==> src/rtl/alu_mul_seq_if.sv <==
// ============================================================================
//  Module   : alu_mul_seq_if
//  Purpose  : Request/result handshake and external ALU bus for alu_mul_seq.
//  Revision : 1.0
// ============================================================================
`default_nettype none

interface alu_mul_seq_if;
    logic       start;
    logic [3:0] mcand;
    logic [3:0] mplier;
    logic       busy;
    logic       done;
    logic [7:0] product;
    logic [3:0] alu_a;
    logic [3:0] alu_b;
    logic [3:0] alu_s;
    logic       alu_c0;
    logic       alu_il;
    logic       alu_ir;
    logic [3:0] alu_f;
    logic       alu_c8;

    // slave: the multiplier sequencer
    modport slave (
        input  start, mcand, mplier, alu_f, alu_c8,
        output busy, done, product, alu_a, alu_b, alu_s, alu_c0, alu_il, alu_ir
    );

    // master: requester plus the external ALU
    modport master (
        output start, mcand, mplier, alu_f, alu_c8,
        input  busy, done, product, alu_a, alu_b, alu_s, alu_c0, alu_il, alu_ir
    );
endinterface

`default_nettype wire

==> src/rtl/alu_mul_seq.sv <==
// ============================================================================
//  Module   : alu_mul_seq
//  Purpose  : 4x4 unsigned shift-add multiplier sequenced over an external ALU.
//  Revision : 1.0
// ============================================================================
`default_nettype none

module alu_mul_seq #(
    parameter logic [3:0] OP_ADD  = 4'b1001,
    parameter logic [3:0] OP_IDLE = 4'b0000
) (
    input  wire           clk,
    input  wire           rst,
    alu_mul_seq_if.slave  bus
);

    localparam logic [1:0] S_IDLE = 2'd0;
    localparam logic [1:0] S_CALC = 2'd1;
    localparam logic [1:0] S_DONE = 2'd2;

    logic [1:0] state_q,   state_d;
    logic [1:0] cnt_q,     cnt_d;
    logic [8:0] p_q,       p_d;
    logic [3:0] mcand_q,   mcand_d;
    logic [7:0] product_q, product_d;

    // P[8] is structurally zero; kept for the 9-bit working register width
    logic w_unused_p8;
    assign w_unused_p8 = p_q[8];

    always_comb begin
        state_d   = state_q;
        cnt_d     = cnt_q;
        p_d       = p_q;
        mcand_d   = mcand_q;
        product_d = product_q;
        case (state_q)
            S_IDLE: begin
                if (bus.start) begin
                    p_d     = {5'b0, bus.mplier};
                    mcand_d = bus.mcand;
                    cnt_d   = 2'd0;
                    state_d = S_CALC;
                end
            end
            S_CALC: begin
                // conditional add into the upper nibble, then shift right by one
                p_d   = {1'b0, bus.alu_c8, bus.alu_f, p_q[3:1]};
                cnt_d = cnt_q + 2'd1;
                if (cnt_q == 2'd3) begin
                    state_d = S_DONE;
                end
            end
            S_DONE: begin
                product_d = p_q[7:0];
                state_d   = S_IDLE;
            end
            default: begin
                state_d = S_IDLE;
            end
        endcase
    end

    always_ff @(posedge clk or posedge rst) begin
        if (rst) begin
            state_q   <= S_IDLE;
            cnt_q     <= 2'd0;
            p_q       <= 9'd0;
            mcand_q   <= 4'd0;
            product_q <= 8'd0;
        end else begin
            state_q   <= state_d;
            cnt_q     <= cnt_d;
            p_q       <= p_d;
            mcand_q   <= mcand_d;
            product_q <= product_d;
        end
    end

    assign bus.busy    = (state_q == S_CALC) || (state_q == S_DONE);
    assign bus.done    = (state_q == S_DONE);
    assign bus.product = product_q;
    assign bus.alu_a   = (state_q == S_CALC) ? p_q[7:4] : 4'h0;
    assign bus.alu_b   = ((state_q == S_CALC) && p_q[0]) ? mcand_q : 4'h0;
    assign bus.alu_s   = (state_q == S_CALC) ? OP_ADD : OP_IDLE;
    assign bus.alu_c0  = 1'b0;
    assign bus.alu_il  = 1'b0;
    assign bus.alu_ir  = 1'b0;

endmodule

`default_nettype wire

==> src/flat_wrapper.sv <==
// flat-port wrapper written by rule: the top's interface ports become plain ports
module alu_mul_seq_flat 
#(
    parameter logic [3:0] OP_ADD  = 4'b1001,
    parameter logic [3:0] OP_IDLE = 4'b0000
)
  (clk, rst, bus_start, bus_mcand, bus_mplier, bus_alu_f, bus_alu_c8, bus_busy, bus_done, bus_product, bus_alu_a, bus_alu_b, bus_alu_s, bus_alu_c0, bus_alu_il, bus_alu_ir);
  alu_mul_seq_if bus_i ();
  input  wire clk;
  input  wire rst;
  input wire logic [$bits(bus_i.start)-1:0] bus_start;
  input wire logic [$bits(bus_i.mcand)-1:0] bus_mcand;
  input wire logic [$bits(bus_i.mplier)-1:0] bus_mplier;
  input wire logic [$bits(bus_i.alu_f)-1:0] bus_alu_f;
  input wire logic [$bits(bus_i.alu_c8)-1:0] bus_alu_c8;
  output wire logic [$bits(bus_i.busy)-1:0] bus_busy;
  output wire logic [$bits(bus_i.done)-1:0] bus_done;
  output wire logic [$bits(bus_i.product)-1:0] bus_product;
  output wire logic [$bits(bus_i.alu_a)-1:0] bus_alu_a;
  output wire logic [$bits(bus_i.alu_b)-1:0] bus_alu_b;
  output wire logic [$bits(bus_i.alu_s)-1:0] bus_alu_s;
  output wire logic [$bits(bus_i.alu_c0)-1:0] bus_alu_c0;
  output wire logic [$bits(bus_i.alu_il)-1:0] bus_alu_il;
  output wire logic [$bits(bus_i.alu_ir)-1:0] bus_alu_ir;
  assign bus_i.start = bus_start;
  assign bus_i.mcand = bus_mcand;
  assign bus_i.mplier = bus_mplier;
  assign bus_i.alu_f = bus_alu_f;
  assign bus_i.alu_c8 = bus_alu_c8;
  assign bus_busy = bus_i.busy;
  assign bus_done = bus_i.done;
  assign bus_product = bus_i.product;
  assign bus_alu_a = bus_i.alu_a;
  assign bus_alu_b = bus_i.alu_b;
  assign bus_alu_s = bus_i.alu_s;
  assign bus_alu_c0 = bus_i.alu_c0;
  assign bus_alu_il = bus_i.alu_il;
  assign bus_alu_ir = bus_i.alu_ir;
  alu_mul_seq #(.OP_ADD(OP_ADD), .OP_IDLE(OP_IDLE)) u_core (.clk(clk), .rst(rst), .bus(bus_i));
endmodule
==> config.mk <==
export PLATFORM = sky130hd
export DESIGN_NAME = alu_mul_seq_flat
export DESIGN_NICKNAME = d
export VERILOG_FILES = /design/src/rtl/alu_mul_seq_if.sv /design/src/rtl/alu_mul_seq.sv /design/src/flat_wrapper.sv
export SDC_FILE = /design/constraint.sdc
export NUM_CORES = 1
export LEC_CHECK = 0
export CAP_MARGIN = 20
export CORE_UTILIZATION = 39
export DETAILED_ROUTE_END_ITERATION = 16
export PLACE_DENSITY = 0.74
export SYNTH_ARGS = -nofsm -noshare
export SYNTH_HDL_FRONTEND = slang
export SYNTH_SLANG_ARGS = --single-unit
==> constraint.sdc <==
create_clock -name clk -period 1.5 [get_ports clk]
set_clock_uncertainty 0.1 [all_clocks]
set_input_delay 0.45 -clock clk [delete_from_list [all_inputs] [get_ports clk]]
set_output_delay 0.45 -clock clk [all_outputs]
set_load 0.005 [all_outputs]
* Word-level counts from Yosys, hierarchy flattened *
Cells that the tools add are included.

storage, ports and cells
  flip-flop bits (word level) = 24
  latch bits = 0
  memory bits (writable) = 0
  bits in read-only memories = 0
  bits of input ports = 16
  output and inout bits = 25
  word-level logic and storage cells = 28
  memories = 0

operators by class
  add/sub/neg operators = 1
  $mul = 0
  divide/modulo/power cells = 0
  $lt $le $gt $ge = 0
  equality and inequality tests = 5
  shift-type cells = 0
  muxes and demuxes = 10
  bitwise operators = 0
  reductions and logical operators = 7

operators with widths
  operator                                                                 count
  8-bit one-hot mux with 2 select lines                                    1
  4-bit two-way mux                                                        3
  8-bit two-way mux                                                        1
  2-bit one-hot mux with 2 select lines                                    2
  2-bit two-way mux                                                        3
  2-bit AND reduction                                                      3
  2-bit == test, second input constant                                     2
  2-bit by 1-bit adder with 2-bit output, second input constant            1
  2-bit by 1-bit == test with 1-bit output, second input constant          1
  2-bit logical NOT                                                        1
  2-bit by 1-bit inequality test with 1-bit output, second input constant  1
  2-bit inequality test, second input constant                             1
  2-bit nonzero test                                                       1
  1-bit logical AND                                                        1
  1-bit logical OR                                                         1

* Depth between registers and ports, before layout *
  depth in word-level cells = 3
  depth in mapped cells = 5
  mapped depth without buffers = 5

* Worst setup path after synthesis *
No wires, ideal clock.

  kind = reg2out
  start point = register u_core.state_q[1]
  end point = output port bus_alu_b[3]
  arrival = 1.108 ns
  setup slack = -0.158 ns
  stages on the path, launching flop included = 5
  buffers on the path = 1
  cells stage by stage = dfrtp_1 inv_1 ha_1 clkbuf_1 and3_1

between the ends
  cells in the longest elaborated chain, start to end = 3

RTL lines
  what                                      line                RTL
  start: declaration                        alu_mul_seq.sv:21   logic [1:0] state_q, state_d;
  start signal: assignment                  alu_mul_seq.sv:72   state_q <= state_d;
  2-bit by 1-bit == test with 1-bit output  alu_mul_seq.sv:84   assign bus.alu_b = ((state_q == S_CALC) && p_q[0]) ? mcand_q : 4'h0;
  1-bit logical AND                         alu_mul_seq.sv:84
  4-bit two-way mux                         alu_mul_seq.sv:84
  end: declaration                          flat_wrapper.sv:20  output wire logic [$bits(bus_i.alu_b)-1:0] bus_alu_b;

No other way between the ends.

* Worst setup path in the final report *
  start point = register u_core.state_q[0]
  end point = output port bus_alu_b[3]

The elaborated chain is that of the path after synthesis.

==> impl_metrics.env <==
export IMPL_outcome="finished with violations"
export IMPL_violations="setup timing"
export IMPL_nFillCells=168
export IMPL_min_path_type="input port to asynchronous set/reset pin"
export IMPL_synth_adder_area_share=0.06601
export IMPL_fin_util=0.7364
export IMPL_floorplan_die_area_mm2=0.003136
export IMPL_clock_root_buffer="clkbuf_4"
export IMPL_layout_worst_path_cycle_share=1.303
export IMPL_hold_viol_final=0
export IMPL_p_total_mw=4.757
export IMPL_final_nets=188
export IMPL_pin_count=41
export IMPL_endpoint_kind="primary output"
export IMPL_period_needed_ns=1.954
export IMPL_grt_use_total=0.2062
export IMPL_rows=19
export IMPL_synthMuxAreaShare=0.1375
export IMPL_cp_data_arrival_time_ns=1.40
export IMPL_yosys_area_share_simple=0.1100
export IMPL_clk_pin_slew_ns=0.13
export IMPL_powerDensity_mw_per_mm2=2342
export IMPL_tns_ns=-8.626
export IMPL_setup_ws_ns=-0.4540
export IMPL_cts_buffers=3
export IMPL_place_gp_congestion=0.8424
export IMPL_r2r_setup_slack_ns=-0.37
export IMPL_syn_to_final_growth_pct=78.55
export IMPL_vdd_ir_drop_max_uv=1981
export IMPL_synth_seq_area_share=0.5281
export IMPL_die_h_um=56
export IMPL_htreeDepth=1
export IMPL_cts_tree="done"
export IMPL_core_area_mm2=0.002758
export IMPL_crit_slowest_cell="dfrtp_2"
export IMPL_startpoint_type="flop"
export IMPL_synth_avg_cell_area_um2=11.85
export IMPL_clock_latency_ns=0.32
export IMPL_first_pass_iters=4
export IMPL_synth_top_family_by_area="multiplexers"
export IMPL_yosys_warnings=0
export IMPL_grt_pass1_vias=986
export IMPL_crit_fanout=4
export IMPL_syn_area_mm2=0.001137
export IMPL_ys_ff_latch=24
export IMPL_rsz0062_at_grt="true"
export IMPL_synth_compound_gate_area_share=0.08801
export IMPL_syn_instance_count=96
export IMPL_overflow=0
export IMPL_antenna_found_initial=0
export IMPL_grt_max_degree=25
export IMPL_ant_nets=0
export IMPL_setup_viol=28
export IMPL_die_w_um=56
export IMPL_drive_gt1_frac=0.6364
export IMPL_antenna_diode_count=0
export IMPL_crit_type="flop to primary output"
export IMPL_synth_cell_types=19
export IMPL_cp_required_ns=0.95
export IMPL_grt_pass1_wl_mm=4.961
export IMPL_dr_total_vias=995
export IMPL_io_buffers=35
export IMPL_slew_viol_final=0
export IMPL_wire_per_inst_um=16.97
export IMPL_synthXorXnorAreaFrac=0
export IMPL_post_drt_via_cell_ratio=5.077
export IMPL_cpPeakStageDelay_ns=0.49
export IMPL_cellLeakagePower_nw=0.9738
export IMPL_drv_cap=0
export IMPL_path_cells="ha_4 > buf_6 > and3_1 > buf_2"
export IMPL_start_util=0.4124
export IMPL_ctsHoldBuffers=0
export IMPL_wl_mm=3.327
export IMPL_dp_hpwl_mm=1.891
export IMPL_clockBufferDepth=2
export IMPL_post_route_drc_count=0
export IMPL_cts_sinks=24
export IMPL_drt_initial_drc_count=31
export IMPL_clock_fmax_ghz=0.5118
-- Yosys cell counts --
library cell / number / area [um2]
buf_4: 7 / 52.55
buf_2: 1 / 5.000
o21ai_0: 7 / 35.03
dfrtp_1: 24 / 600.6
nand2b_1: 1 / 6.260
ha_1: 6 / 75.07
mux2i_1: 1 / 10.01
conb_1: 1 / 3.750
o221a_2: 4 / 45.04
a21oi_1: 2 / 10.01
and3_1: 4 / 25.02
clkbuf_1: 1 / 3.750
a32o_1: 1 / 10.01
nand2_1: 10 / 37.54
mux2_2: 13 / 146.4
inv_1: 4 / 15.01
or3_1: 4 / 25.02
nand2_2: 1 / 6.260
and2_1: 4 / 25.02
-- flip-flops by register name, indices dropped and copies added, names as in the netlist --
signal	flops
u_core.bus.product	8
u_core.p_q	8
u_core.mcand_q	4
u_core.cnt_q	2
u_core.state_q	2
-- through the flow --
step	hold WS, ns	area (um2)	std cells	setup slack, ns
after global routing	0.3503	2031	196	-0.4974
after floorplan	0.3578	1169	100	-0.06165
after CTS	0.3448	1952	195	-0.4052
final	0.3354	2031	196	-0.4540
after global placement	0.3791	1634	175	-0.3767
after detailed placement	0.3903	1634	175	-0.4364
-- per-layer routing --
layer,track usage,part of all wire,up-vias
met3,0.03953,0.037,9
li1,-,-,459
met4,0.04878,0.019,0
met1,0.2648,0.43,497
met2,0.3588,0.51,30
met5,0,0,-
-- area by class of cell --
class                      instances  area [um2]  area share
clock buffer                       3       22.52     0.01109
clock inverter                     1       30.03     0.01479
tap                               31       38.79     0.01910
sequential                        24       601.8      0.2964
timing repair buffer              70       638.1      0.3142
multi-input combinational         63       681.9      0.3358
inverter                           4       17.52    0.008626
-- placed cells by master (no fill, tap or decap) --
cell type	synthesis	layout
nand2_4	0	2
buf_6	0	22
ha_4	0	4
conb_1	1	5
buf_12	0	1
nand2_2	1	5
and2_4	0	4
and3_1	4	2
nand2_1	10	4
mux2i_4	0	1
or3_1	4	4
o21ai_2	0	3
inv_4	0	1
a32o_1	1	1
bufinv_16	0	1
clkbuf_2	0	8
inv_2	0	2
inv_1	4	1
o221a_2	4	3
ha_1	6	2
o21ai_4	0	2
buf_2	1	3
mux2_4	0	13
o221a_4	0	1
nand2b_1	1	1
dfrtp_1	24	23
a21oi_2	0	2
buf_8	0	1
o21ai_1	0	2
dfrtp_2	0	1
clkbuf_4	0	3
and3_4	0	2
clkdlybuf4s50_1	0	15
buf_4	7	20
-- final timing paths --
check | from | to | cells past startpoint
hold / removal | rst | u_core.bus.product[3]$_DFFE_PP0P_ | 3
max in group asynchronous | rst | u_core.state_q[0]$_DFFE_PP0P_ | 3
setup reg to reg | u_core.state_q[0]$_DFFE_PP0P_ | u_core.p_q[1]$_DFFE_PP0P_ | 9
hold reg to reg | u_core.bus.product[2]$_DFFE_PP0P_ | u_core.bus.product[2]$_DFFE_PP0P_ | 1
min in group clk | u_core.bus.product[2]$_DFFE_PP0P_ | u_core.bus.product[2]$_DFFE_PP0P_ | 1
setup / recovery | u_core.state_q[0]$_DFFE_PP0P_ | bus_alu_b[3] | 4
-- worst max-delay path: cells and delay by family, from the launching register on --
kind / cells / cell delay, ns
flip-flops: 1 / 0.49
buffers and inverters: 2 / 0.25
adder cells (fa/ha/maj): 1 / 0.20
AND/OR/NAND/NOR: 1 / 0.16
-- power breakdown --
part	internal [mW]	leakage, nW	switching, mW
clock	0.270	0.0279	0.189
combinational	1.88	0.655	1.19
sequential	0.975	0.291	0.253
-- timing repair --
action / CTS / global route
pin swaps: 19 / 5
resized for setup: 118 / 37
endpoints found under the setup margin: 36 / 44
gates cloned: 1 / 0
setup buffers: 17 / 6
-- cell families after synthesis --
group,after synthesis
mux,14
fa+ha+maj,6
flops,24
simple gates,24
other cells,1
compound gates,14
buf+inv,13
(Power assumes the default switching activity.)
